==> config.mk <==
export PLATFORM = sky130hd
export DESIGN_NAME = dynamic_obst_ctl
export DESIGN_NICKNAME = d
export VERILOG_FILES = /design/src/rtl/dynamic_obst_ctl.sv
export SDC_FILE = /design/constraint.sdc
export NUM_CORES = 1
export LEC_CHECK = 0
export ABC_AREA = 0
export BUFFER_PORTS_ARGS = -buffer_cell sky130_fd_sc_hd__buf_2
export CORE_UTILIZATION = 50
export CTS_CLUSTER_SIZE = 8
export DETAILED_ROUTE_END_ITERATION = 12
export GPL_TIMING_DRIVEN = 0
export PLACE_DENSITY = 0.71
export SKIP_LAST_GASP = 1
export SLEW_MARGIN = 20
export SYNTH_ARGS = -nofsm -noshare
export SYNTH_HDL_FRONTEND = slang
export SYNTH_SLANG_ARGS = --single-unit
==> constraint.sdc <==
create_clock -name pclk -period 2.95 [get_ports pclk]
set_input_delay 0.885 -clock pclk [delete_from_list [all_inputs] [get_ports pclk]]
set_output_delay 0.885 -clock pclk [all_outputs]
set_load 0.05 [all_outputs]
==> src/rtl/dynamic_obst_ctl.sv <==
// dynamic_obst_ctl: horizontal motion controller for one obstacle column.
//
// The obstacle steps sideways by STEP pixels once every FRAME_DIV frames.
// A frame is marked by a rising edge of vblank_in. Because updates follow
// that edge, x_pos only changes during blanking.
//
// Build option:
//   DYN_OBST_BOUNCE_EN  When defined, the obstacle bounces between X_MIN and X_MAX.
//                       When undefined, it moves right only and wraps to X_MIN.
//
// Ports:
//   pclk        pixel clock; all state changes on its rising edge
//   rst         asynchronous active-high reset
//   vblank_in   vertical blanking from the timing chain
//   start       one-cycle pulse: begin or resume motion
//   stop        one-cycle pulse: freeze motion at the current position
//   restart     one-cycle pulse: return to X_MIN and go idle
//   x_pos       obstacle left edge
//   y_pos       obstacle top edge (constant Y_START)
//   moving      high while in RUN
//   frame_tick  one-cycle pulse per detected vblank rising edge
module dynamic_obst_ctl #(
  parameter int unsigned X_MIN     = 0,
  parameter int unsigned X_MAX     = 974,
  parameter int unsigned Y_START   = 100,
  parameter int unsigned STEP      = 4,
  parameter int unsigned FRAME_DIV = 1
) (
  input  logic        pclk,
  input  logic        rst,
  input  logic        vblank_in,
  input  logic        start,
  input  logic        stop,
  input  logic        restart,
  output logic [11:0] x_pos,
  output logic [11:0] y_pos,
  output logic        moving,
  output logic        frame_tick
);

  localparam logic [12:0] XMin13  = 13'(X_MIN);
  localparam logic [12:0] XMax13  = 13'(X_MAX);
  localparam logic [12:0] Step13  = 13'(STEP);
  localparam logic [7:0]  LastCnt = 8'(FRAME_DIV - 1);

  typedef enum logic [1:0] {StIdle, StRun, StPause} state_e;

  state_e      state_q, state_d;
  logic        vblank_q;
  logic        tick_q;
  logic [7:0]  cnt_q, cnt_d;
  logic [11:0] x_q, x_d;
  logic [12:0] x_ext, x_sum;
  logic        run_tick;
  logic        update;

  // A coinciding stop or restart suppresses this frame's progress entirely.
  assign run_tick = (state_q == StRun) & tick_q & ~stop & ~restart;
  assign update   = run_tick & (cnt_q == LastCnt);
  assign x_ext    = {1'b0, x_q};
  assign x_sum    = x_ext + Step13;

  // Edge detector for vblank_in.
  always_ff @(posedge pclk or posedge rst) begin
    if (rst) begin
      vblank_q <= 1'b0;
      tick_q   <= 1'b0;
    end else begin
      vblank_q <= vblank_in;
      tick_q   <= vblank_in & ~vblank_q;
    end
  end

  // State register.
  always_ff @(posedge pclk or posedge rst) begin
    if (rst) state_q <= StIdle;
    else     state_q <= state_d;
  end

  // Next-state logic. Priority is restart, then stop, then start.
  always_comb begin
    state_d = state_q;
    if (restart) begin
      state_d = StIdle;
    end else begin
      case (state_q)
        StIdle:  if (start && !stop) state_d = StRun;
        StRun:   if (stop)           state_d = StPause;
        StPause: if (start && !stop) state_d = StRun;
        default:                     state_d = StIdle;
      endcase
    end
  end

  // Frame divider.
  always_comb begin
    cnt_d = cnt_q;
    if (restart)       cnt_d = 8'd0;
    else if (run_tick) cnt_d = (cnt_q == LastCnt) ? 8'd0 : cnt_q + 8'd1;
  end

  always_ff @(posedge pclk or posedge rst) begin
    if (rst) begin
      cnt_q <= 8'd0;
      x_q   <= 12'(X_MIN);
    end else begin
      cnt_q <= cnt_d;
      x_q   <= x_d;
    end
  end

`ifdef DYN_OBST_BOUNCE_EN
  // Direction: 0 = right, 1 = left.
  logic dir_q, dir_d;

  always_comb begin
    x_d   = x_q;
    dir_d = dir_q;
    if (restart) begin
      x_d   = 12'(X_MIN);
      dir_d = 1'b0;
    end else if (update) begin
      if (!dir_q) begin
        if (x_sum >= XMax13) begin
          x_d   = 12'(X_MAX);
          dir_d = 1'b1;
        end else begin
          x_d = x_sum[11:0];
        end
      end else begin
        if (x_ext <= XMin13 + Step13) begin
          x_d   = 12'(X_MIN);
          dir_d = 1'b0;
        end else begin
          // Safe: the branch above guarantees x_q > STEP.
          x_d = x_q - 12'(STEP);
        end
      end
    end
  end

  always_ff @(posedge pclk or posedge rst) begin
    if (rst) dir_q <= 1'b0;
    else     dir_q <= dir_d;
  end
`else
  always_comb begin
    x_d = x_q;
    if (restart) begin
      x_d = 12'(X_MIN);
    end else if (update) begin
      if (x_sum > XMax13) x_d = 12'(X_MIN);
      else                x_d = x_sum[11:0];
    end
  end

  // XMin13 only matters for the bouncing build.
  logic unused_xmin;
  assign unused_xmin = ^XMin13;
`endif

  // Outputs.
  always_comb begin
    x_pos      = x_q;
    y_pos      = 12'(Y_START);
    moving     = (state_q == StRun);
    frame_tick = tick_q;
  end

endmodule

==> run summary <==
outcome - finished clean
VDD IR max - 0.371 mV
Slew Limit Fails - 0
H-tree levels - 1
floorplan row count - 19
fraction of registers with async set or reset after synthesis - 100%
total of endpoints with negative setup slack in the final report - 0
number of buffers between clock root and the deepest sink - 2
DRC marker count from the first detailed-route iteration - 25
GRT Overall Usage - 18.1%
worst-case setup slack after placement - 0.485 ns
clock slew at reported path FFs - 0.12 ns
overall die area - 3100 µm²
cells along the critical path - ha_1 -> nand3_2 -> or4_1 -> a2111o_1 -> buf_6 -> a221oi_1 -> a21o_1
Setup crit end kind - register
post-CTS resize count - 0
part of the total power dissipated in combinational logic - 16.4%
DR vias/cell - 5.39
critical register-to-register path endpoint - x_pos[4]$_DFFE_PP0P_
share of synthesized area occupied by flip-flops and latches - 38.3%
core box area - 2730 µm²
post-route DRC violation count - 0
total number of clock tree sinks - 22
Max transition margin - 44.4%
worst-case setup margin in the final layout - 0.459 ns
arrival time reported for the critical path endpoint - 2.76 ns
post-detailed-route wirelength per cell - 11.9 µm
First-pass DRT Iterations - 4
I/O Pins - 32
Hold Slack - 0.420 ns
prevailing post-synth register cell - dfrtp_1
count of antenna-violating nets left after detailed routing - 0
highest attainable clock frequency - 401 MHz
Leakage - 0.820 nW
number of failing hold endpoints at the final stage - 0
yosys synthesis warning count - 0
Synth Register Bits - 22
sort of element at the start of the critical path - register
wire length of the first global-routing pass - 4.47 mm
latest clock arrival within the worst-skew pair - 0.31 ns
number of filler instances in the final layout - 251
routability-driven placement congestion ratio - 0.787
worst stage delay on the critical path - 0.52 ns
post-synthesis average cell area - 9.16 µm²
startpoint of the most critical register-to-register path - x_pos[3]$_DFFE_PP0P_
fraction of power spent switching nets - 29.1%
standard cell with the maximum stage delay on the critical path - or4_1
crit path capture - x_pos[4]$_DFFE_PP0P_
y dimension of the die - 55.6 µm
CTS buffer count - 3
part of the power in registers - 54.3%
final core utilization - 60.0%
Ant. Diodes - 0
post-route fraction of the period consumed by the critical path - 84.4%
internal power - 0.404 mW
Switching Power - 0.166 mW
power density over the cells - 348 nW/µm²
share of post-route cells with drive strength above 1 - 26.5%
distinct cell type count of the synthesized netlist - 52
setup slack, reg-to-reg - 0.46 ns
number of hold-repair buffers added at the cts stage - 0
number of synthesized flops with an enable pin - 0
effective utilization at floorplan - 52.6%
clock tree from TritonCTS - yes
share of power burned in the clock network - 29.3%
Critical Path Source - x_pos[3]$_DFFE_PP0P_
Cells after Synth - 157
count of buffers from port buffering - 16
via count - 1185
maximum number of pins on one net before global-route repair - 23
Root Buffer - clkbuf_4
accumulated negative setup slack - 0 ns
min cycle time layout - 2.49 ns
Worst Reg2Reg Path Length in Cells - 7
crit path kind - reg -> reg
Post-Route Skew - 0.00632 ns
overflow left after global routing - 0
half-perimeter wire length after detailed placement - 2.01 mm
summed instance area of the synthesized netlist - 1440 µm²
layout overhead on the synthesized area - 13.9%
total routed wirelength - 2.63 mm
number of antenna violations at the first check in global routing - 0
count of maximum capacitance violations - 0
class of the worst hold path - reg -> reg
required arrival time at the worst endpoint - 3.21 ns
peak fanout along the critical path - 9
# nets final - 199
via count of the first global-routing pass - 1065
buffer count from post-CTS setup fixing - 0
slew at the pin closest to its max-slew limit - 0.830 ns
unrepaired setup endpoints after global routing - false
Die Wd - 55.6 µm
## through the flow
step | instances | total power, mW | area (µm²)
after floorplan | 169 | 0.396 | 1480
final | 220 | 0.570 | 1640
after detailed placement | 216 | 0.409 | 1600
after global placement | 216 | 0.407 | 1600
after CTS | 220 | 0.575 | 1640
after global routing | 220 | 0.590 | 1640
## kinds of logic after synthesis
group	count (synthesis)	synth area share, %
buf+inv	28	12.1
flops	22	38.3
other cells	2	0.522
fa+ha+maj	3	2.61
simple gates	59	24.7
compound gates	39	19.2
xor+xnor	3	1.83
mux	1	0.783
## routing by layer
metal,vias up,routed length (µm),GRT usage (%)
met5,-,0,0
met4,0,47,8.57
met3,5,114,2.33
met2,29,1240,30.8
met1,563,1220,22.9
li1,588,-,-
## flip-flops by register name (all words and copies together), names as in the netlist
name,count
cnt_q,8
state_q,2
frame_tick,1
vblank_q,1
x_pos,10
## critical path: cells and delay by family (launching register included)
| family | cells | cell delay (ns) |
|---|---|---|
| DFF | 1 | 0.48 |
| and+or+nand+nor | 2 | 0.69 |
| adders and majority gates | 1 | 0.34 |
| buffers and inverters | 1 | 0.15 |
| AOI/OAI and AO/OA | 3 | 0.78 |
## synth_stat cells (2+ instances only)
| master | number | area (µm²) |
|---|---|---|
| dfrtp_1 | 22 | 551 |
| buf_4 | 16 | 120 |
| nand2_1 | 12 | 45.0 |
| nor2_1 | 11 | 41.3 |
| o21ai_1 | 9 | 45.0 |
| inv_1 | 7 | 26.3 |
| a21o_1 | 4 | 30.0 |
| a21oi_1 | 4 | 20.0 |
| a221oi_1 | 4 | 35.0 |
| and3_1 | 3 | 18.8 |
| clkbuf_1 | 3 | 11.3 |
| ha_1 | 3 | 37.5 |
| nand2b_1 | 3 | 18.8 |
| nand3_1 | 3 | 15.0 |
| nor2b_1 | 3 | 18.8 |
| or2_2 | 3 | 18.8 |
| a21boi_0 | 2 | 15.0 |
| a31oi_1 | 2 | 12.5 |
| and2_1 | 2 | 12.5 |
| conb_1 | 2 | 7.51 |
| nand4_1 | 2 | 12.5 |
| nor3_1 | 2 | 10.0 |
| nor3b_1 | 2 | 15.0 |
| o21ai_0 | 2 | 10.0 |
| o31ai_1 | 2 | 15.0 |
| o31ai_2 | 2 | 25.0 |
| xnor2_1 | 2 | 17.5 |
## layout by cell type, fill, tap and decap left out, types with 4 or more instances in the layout
| cell | synthesis | routed |
|---|---|---|
| o21ai_1 | 9 | 9 |
| buf_4 | 16 | 16 |
| inv_1 | 7 | 7 |
| conb_1 | 2 | 14 |
| buf_2 | 0 | 16 |
| nand2_1 | 12 | 12 |
| dfrtp_1 | 22 | 22 |
| nor2_1 | 11 | 11 |
| a21oi_1 | 4 | 4 |
| a21o_1 | 4 | 4 |
| a221oi_1 | 4 | 4 |
## area by class of cell
cell class / instances / area, µm² / share of cell area, %
clock buffer: 4 / 36.3 / 2.21
inverter: 7 / 26.3 / 1.60
tap: 31 / 38.8 / 2.37
timing repair buffer: 16 / 80.1 / 4.89
buffer: 21 / 148 / 9.01
multi-input combinational: 119 / 759 / 46.3
sequential: 22 / 551 / 33.6
## power by group through the flow
stage	Clock (mW)	Sequential (mW)	Combinational, mW
after floorplan	0	0.322	0.0743
after global placement	0	0.315	0.0922
after detailed placement	0	0.315	0.0933
after CTS	0.172	0.310	0.0935
after global routing	0.180	0.310	0.0998
final	0.167	0.309	0.0937
## worst min path at each step
stage | from | end | slack, ns | depth (start not counted)
6_report | vblank_q$_DFF_PP0_ | frame_tick$_DFF_PP0_ | 0.42 | 1
5_1_grt | vblank_q$_DFF_PP0_ | frame_tick$_DFF_PP0_ | 0.43 | 1
4_1_cts | vblank_q$_DFF_PP0_ | frame_tick$_DFF_PP0_ | 0.42 | 1
3_5_place_dp | vblank_q$_DFF_PP0_ | frame_tick$_DFF_PP0_ | 0.40 | 1
3_3_place_gp | vblank_q$_DFF_PP0_ | frame_tick$_DFF_PP0_ | 0.39 | 1
2_1_floorplan | vblank_q$_DFF_PP0_ | frame_tick$_DFF_PP0_ | 0.38 | 1
No activity file was read; power rests on OpenSTA's default activity.
